<file path="src/rtl/plic_pkg.sv">
// Shared constants for the single-target PLIC core: register map, source limit and ID width.
package plic_pkg;

   localparam int MAX_SRC = 15;
   localparam int ID_W    = 4;

   localparam logic [7:0] PRIO_BASE    = 8'h00;
   localparam logic [7:0] ENABLE_ADDR  = 8'h40;
   localparam logic [7:0] THRESH_ADDR  = 8'h44;
   localparam logic [7:0] CLAIM_ADDR   = 8'h48;
   localparam logic [7:0] PENDING_ADDR = 8'h4C;

endpackage

</file>
<file path="src/rtl/plic_prio_max.sv">
// Combinational arbiter: highest-priority eligible source, lowest ID wins a tie, 0 when none.
module plic_prio_max
   import plic_pkg::*;
#(
   parameter int NUM_SRC = 8,
   parameter int PRIO_W  = 3
) (
   input  logic [NUM_SRC-1:0]        eligible,
   input  logic [NUM_SRC*PRIO_W-1:0] prio_flat,
   output logic [ID_W-1:0]           best_id,
   output logic [PRIO_W-1:0]         best_prio
);

   // Strict '>' while scanning upward keeps the lowest ID on equal priority.
   always_comb begin
      best_id   = '0;
      best_prio = '0;
      for (int k = 1; k <= NUM_SRC; k++) begin
         if (eligible[k-1] && (prio_flat[(k-1)*PRIO_W +: PRIO_W] > best_prio)) begin
            best_id   = ID_W'(k);
            best_prio = prio_flat[(k-1)*PRIO_W +: PRIO_W];
         end
      end
   end

endmodule

</file>
<file path="src/rtl/plic_target_ctrl.sv">
// Single-target PLIC core: configuration registers, arbitration, irq line and claim/complete handshake.
module plic_target_ctrl
   import plic_pkg::*;
#(
   parameter int NUM_SRC = 8,
   parameter int PRIO_W  = 3
) (
   input  logic               clk,
   input  logic               rst_n,
   input  logic [NUM_SRC-1:0] req_i,
   output logic [NUM_SRC-1:0] complete_o,
   input  logic               we_i,
   input  logic               re_i,
   input  logic [7:0]         addr_i,
   input  logic [31:0]        wdata_i,
   output logic [31:0]        rdata_o,
   output logic               irq_o
);

   // Per-source vectors use bit k-1 for source k throughout.
   logic [PRIO_W-1:0]         prio_q [NUM_SRC];
   logic [NUM_SRC-1:0]        enable_q;
   logic [NUM_SRC-1:0]        in_service_q;
   logic [PRIO_W-1:0]         threshold_q;

   logic [NUM_SRC*PRIO_W-1:0] prio_flat;
   logic [NUM_SRC-1:0]        prio_nz;
   logic [NUM_SRC-1:0]        eligible;
   logic [ID_W-1:0]           best_id;
   logic [PRIO_W-1:0]         best_prio;
   logic [ID_W-1:0]           claim_id;

   logic                      wr;
   logic                      rd;
   logic [5:0]                word;
   logic [NUM_SRC-1:0]        claim_set;
   logic [NUM_SRC-1:0]        done_set;
   logic [31:0]               rd_val;
   logic                      unused_addr_bits;

   assign unused_addr_bits = ^addr_i[1:0];
   assign wr   = we_i;
   assign rd   = re_i & ~we_i;
   assign word = addr_i[7:2];

   always_comb begin
      prio_flat = '0;
      prio_nz   = '0;
      for (int k = 0; k < NUM_SRC; k++) begin
         prio_flat[k*PRIO_W +: PRIO_W] = prio_q[k];
         prio_nz[k]                    = |prio_q[k];
      end
   end

   assign eligible = req_i & ~in_service_q & enable_q & prio_nz;

   plic_prio_max #(
      .NUM_SRC (NUM_SRC),
      .PRIO_W  (PRIO_W)
   ) u_prio_max (
      .eligible  (eligible),
      .prio_flat (prio_flat),
      .best_id   (best_id),
      .best_prio (best_prio)
   );

   assign claim_id = ((best_id != '0) && (best_prio > threshold_q)) ? best_id : '0;

   // A complete is accepted only for an in-service source whose pulse is not already running.
   always_comb begin
      claim_set = '0;
      done_set  = '0;
      for (int k = 0; k < NUM_SRC; k++) begin
         if (rd && (word == CLAIM_ADDR[7:2]) && (claim_id == ID_W'(k + 1)))
            claim_set[k] = 1'b1;
         if (wr && (word == CLAIM_ADDR[7:2]) && (wdata_i == 32'(k + 1)) &&
             in_service_q[k] && !complete_o[k])
            done_set[k] = 1'b1;
      end
   end

   always_comb begin
      rd_val = '0;
      case (word)
         ENABLE_ADDR[7:2]:  rd_val[NUM_SRC:1] = enable_q;
         THRESH_ADDR[7:2]:  rd_val = 32'(threshold_q);
         CLAIM_ADDR[7:2]:   rd_val = 32'(claim_id);
         PENDING_ADDR[7:2]: rd_val[NUM_SRC:1] = eligible;
         default: begin
            for (int k = 0; k < NUM_SRC; k++) begin
               if (word == PRIO_BASE[7:2] + 6'(k + 1))
                  rd_val = 32'(prio_q[k]);
            end
         end
      endcase
   end

   always_ff @(posedge clk or negedge rst_n) begin
      if (!rst_n) begin
         for (int k = 0; k < NUM_SRC; k++)
            prio_q[k] <= '0;
         enable_q     <= '0;
         threshold_q  <= '0;
         in_service_q <= '0;
         complete_o   <= '0;
         rdata_o      <= '0;
         irq_o        <= 1'b0;
      end else begin
         if (wr) begin
            case (word)
               ENABLE_ADDR[7:2]: enable_q    <= wdata_i[NUM_SRC:1];
               THRESH_ADDR[7:2]: threshold_q <= wdata_i[PRIO_W-1:0];
               default: begin
                  for (int k = 0; k < NUM_SRC; k++) begin
                     if (word == PRIO_BASE[7:2] + 6'(k + 1))
                        prio_q[k] <= wdata_i[PRIO_W-1:0];
                  end
               end
            endcase
         end
         if (rd)
            rdata_o <= rd_val;
         complete_o <= done_set;
         // Clearing on the pulse cycle means in_service drops one cycle after the gateway saw complete.
         in_service_q <= (in_service_q | claim_set) & ~complete_o;
         irq_o        <= (claim_id != '0);
      end
   end

endmodule

</file>
<file path="config.mk">
export PLATFORM = sky130hd
export DESIGN_NAME = plic_target_ctrl
export DESIGN_NICKNAME = d
export VERILOG_FILES = /design/src/rtl/plic_pkg.sv /design/src/rtl/plic_prio_max.sv /design/src/rtl/plic_target_ctrl.sv
export SDC_FILE = /design/constraint.sdc
export NUM_CORES = 1
export LEC_CHECK = 0
export ABC_CLOCK_PERIOD_IN_PS = 24000
export CAP_MARGIN = 20
export CELL_PAD_IN_SITES_DETAIL_PLACEMENT = 0
export CELL_PAD_IN_SITES_GLOBAL_PLACEMENT = 2
export CORE_ASPECT_RATIO = 1.5
export CORE_MARGIN = 2
export CORE_UTILIZATION = 34
export DETAILED_ROUTE_END_ITERATION = 10
export GPL_TIMING_DRIVEN = 0
export PLACE_DENSITY_LB_ADDON = 0.1
export SYNTH_ARGS = -nofsm -noshare
export SYNTH_HDL_FRONTEND = slang
export SYNTH_SLANG_ARGS = --single-unit
</file>
<file path="constraint.sdc">
create_clock -name clk -period 24 [get_ports clk]
set_input_delay 4.8 -clock clk [delete_from_list [all_inputs] [get_ports clk]]
set_output_delay 4.8 -clock clk [all_outputs]
set_load 0.02 [all_outputs]
</file>
==> run_results.csv <==
group,metric,value,unit
outcome,status,"complete, no violations",
drt,postRouteAntennaNets,0,
drt,drc,0,
global_routing,grt_pass1_wl,24300,um
sta,grt_setup_unrepaired,"no",
die,die_area,0.0142,mm^2
clock_tree,clk-insertion-delay-late,0.34,ns
logic_synthesis,ys_seq_elements,61,
global_routing,grt_usage,0.221,
sta,period_share,0.802,
finish,fin_nets,682,
logic_synthesis,synth_area,0.00451,mm^2
drt,first_iter_violations,189,
sta,slew_viol_final,0,
sta,period_needed,19.24,ns
power,p_per_area,58.1,mW/mm^2
logic_synthesis,async_reset_ff_frac,1.00,
finish,multi_input_area,0.00275,mm^2
logic_synthesis,synth_top_cell_area_share,0.339,
die,rows,51,
critical_path,critical_path.max_stage_delay,0.56,ns
critical_path,start_kind,"input port",
finish,fill_cells,1332,
critical_path,endpoint_kind,"flip-flop",
global_routing,grt_max_degree,37,
critical_path,slowest_stage,"a2111oi_0",
critical_path,cpMostUsedCell,"ha_1",
global_routing,antenna_found_initial,0,
finish,regArea,0.00153,mm^2
logic_synthesis,syn_inst,513,
die,floorplan.initialDensity,0.348,
global_routing,grt_pass1_vias,4375,
placed_design,gp_congestion,0.889,
sta,slew_headroom,0.396,
logic_synthesis,syn_area_per_cell,8.79,um^2
logic_synthesis,ys_top_cells_by_area,"dfrtp_1 34%, mux2_2 7.2%, nand2_1 4.7%",
min_path,hold_path_class,"reg -> reg",
drt,wl_per_cell,19.8,um
placed_design,dp_hpwl,12400,um
sta,skew,0.00989,ns
drt,routed_wl,15400,um
critical_path,required,24.22,ns
global_routing,grt-ovfl-total,0,
logic_synthesis,synth_edf_count,0,
clock_tree,cts-resized-gates,0,
sta,fmaxAchievable,52.0,MHz
placed_design,numPortBuffers,66,
finish,layout_commonest_cell,"clkdlybuf4s50_1",
clock_tree,postCtsSetupRepairBufs,0,
critical_path,critical_path_arrival,19.46,ns
logic_synthesis,yosys.area.top_type,"dfrtp_1",
logic_synthesis,synth_seq_area_share,0.339,
die,die_w,98.0,um
die,die_h,145,um
flow_run,cap_viol_max_count,0,
clock_tree,clkTransAtPathRegs,0.05,ns
clock_tree,htreeDepth,3,
clock_tree,cts_inserted_buffers,9,
drt,dr_total_vias,4286,
clock_tree,clock-root-buffer,"clkbuf_16",
critical_path,critPathKind,"in -> reg",
critical_path,crit_buf_inv,4,
critical_path,crit_family,"compound AO/OA/AOI/OAI gates",
finish,final_cell_mix,"65 x clkdlybuf4s50_1, 61 x dfrtp_1, 56 x nand2_1",
sta,worst_pin_slew,0.894,ns
sta,finalSetupViolCount,0,
clock_tree,numClockSinks,61,
die,fp.coreArea,0.0130,mm^2
die,pin_count,93,
power,p_leak,2.47,nW
drt,first_pass_iters,4,
power,ir_drop,37.3,uV
finish,drive_above_1_share,0.128,
critical_path,crit_fanout,10,
sta,setup_tns,0,ns
clock_tree,clockBufferDepth,2,
finish,final_util,0.445,
sta,hold_viol,0,
finish,area_delta_synth_final,27.9,%
clock_tree,postCtsHoldBufs,0,
logic_synthesis,ys_types,68,
finish,num_antenna_cells,0,
logic_synthesis,ys.flop_type,"dfrtp_1",
logic_synthesis,yosysWarnings,0,
drt,via_per_inst,5.51,
clock_tree,cts_tree,"built",
flip-flops by register name, summed over array words and instances (netlist names):
signal,count
prio_flat,24
rdata_o,9
complete_o,8
enable_q,8
in_service_q,8
threshold_q,3
irq_o,1
where the power goes:
part / leakage [nW] / switching [mW] / internal [mW] / total, mW
logic: 1.56 / 0.0437 / 0.0345 / 0.0782
clock network: 0.143 / 0.0481 / 0.0829 / 0.131
registers: 0.769 / 0.0129 / 0.113 / 0.126
total: 2.47 / 0.105 / 0.230 / 0.335
worst register-to-register path: cells and delay by family, from the launching register on:
family / cells / cell delay [ns]
buffers and inverters: 3 / 0.79
flip-flops: 1 / 0.42
adder cells (fa/ha/maj): 8 / 2.47
AND/OR/NAND/NOR: 26 / 4.41
multiplexers: 4 / 1.45
AO/OA/AOI/OAI: 21 / 5.12
through the flow:
stage / hold WS [ns] / area (um^2) / power (mW) / setup WS, ns / cells
floorplan: 0.476 / 4590 / 0.174 / 7.61 / 535
global placement: 0.437 / 5450 / 0.203 / 4.65 / 760
detailed placement: 0.442 / 5470 / 0.205 / 4.39 / 761
CTS: 0.449 / 5760 / 0.337 / 4.71 / 777
global route: 0.470 / 5760 / 0.353 / 3.41 / 778
finish: 0.442 / 5760 / 0.335 / 4.76 / 778
cell type report:
type	instances	area share
multi-input combinational	414	0.478
sequential	61	0.265
timing repair buffer	68	0.118
clock buffer	12	0.0428
buffer	39	0.0404
tap	159	0.0345
inverter	21	0.0137
clock inverter	4	0.00825
final timing paths:
| check | startpoint | to | slack [ns] | cells past startpoint |
|---|---|---|---|---|
| setup / recovery | req_i[0] | in_service_q[4]$_DFF_PN0_ | 4.76 | 63 |
| hold / removal | complete_o[3]$_DFF_PN0_ | in_service_q[3]$_DFF_PN0_ | 0.44 | 1 |
| setup reg to reg | in_service_q[0]$_DFF_PN0_ | in_service_q[4]$_DFF_PN0_ | 9.24 | 62 |
| hold reg to reg | complete_o[3]$_DFF_PN0_ | in_service_q[3]$_DFF_PN0_ | 0.44 | 1 |
| max in group asynchronous | rst_n | enable_q[1]$_DFFE_PN0P_ | 18.78 | 2 |
| min in group asynchronous | rst_n | complete_o[3]$_DFF_PN0_ | 4.58 | 1 |
synth_stat cells (4+ instances only):
cell type and count:
a211oi_1 4, a21oi_1 27, a31oi_1 4, and2_1 4, and3_1 5, and3b_1 4
buf_4 23, clkbuf_1 15, dfrtp_1 61, ha_1 16, inv_1 21, mux2_2 29
mux2i_1 11, nand2_1 56, nand2b_1 8, nand3_1 18, nand3b_1 6, nor2_1 36
nor2b_1 8, nor3_1 15, nor4_1 14, nor4b_1 5, o211ai_1 10, o21a_1 7
o21ai_0 33, o22ai_1 5, o31ai_1 6
cell families (layout without fill, tap and decap cells):
| kind of cell | Yosys count | count (layout) | share of synthesized area |
|---|---|---|---|
| and+or+nand+nor | 192 | 192 | 0.223 |
| AOI/OAI and AO/OA | 138 | 138 | 0.215 |
| DFF | 61 | 61 | 0.339 |
| buffers and inverters | 60 | 144 | 0.0691 |
| muxes | 41 | 41 | 0.100 |
| adders and majority gates | 19 | 19 | 0.0511 |
| other | 1 | 23 | 0.000832 |
| xor gates and xnor gates | 1 | 1 | 0.00194 |
routing by layer:
layer	track usage	share of wire
met1	0.258	0.40
met5	0	0
met3	0.0328	0.034
met4	0.102	0.043
met2	0.393	0.53
No activity file was read; power rests on OpenSTA's default activity.
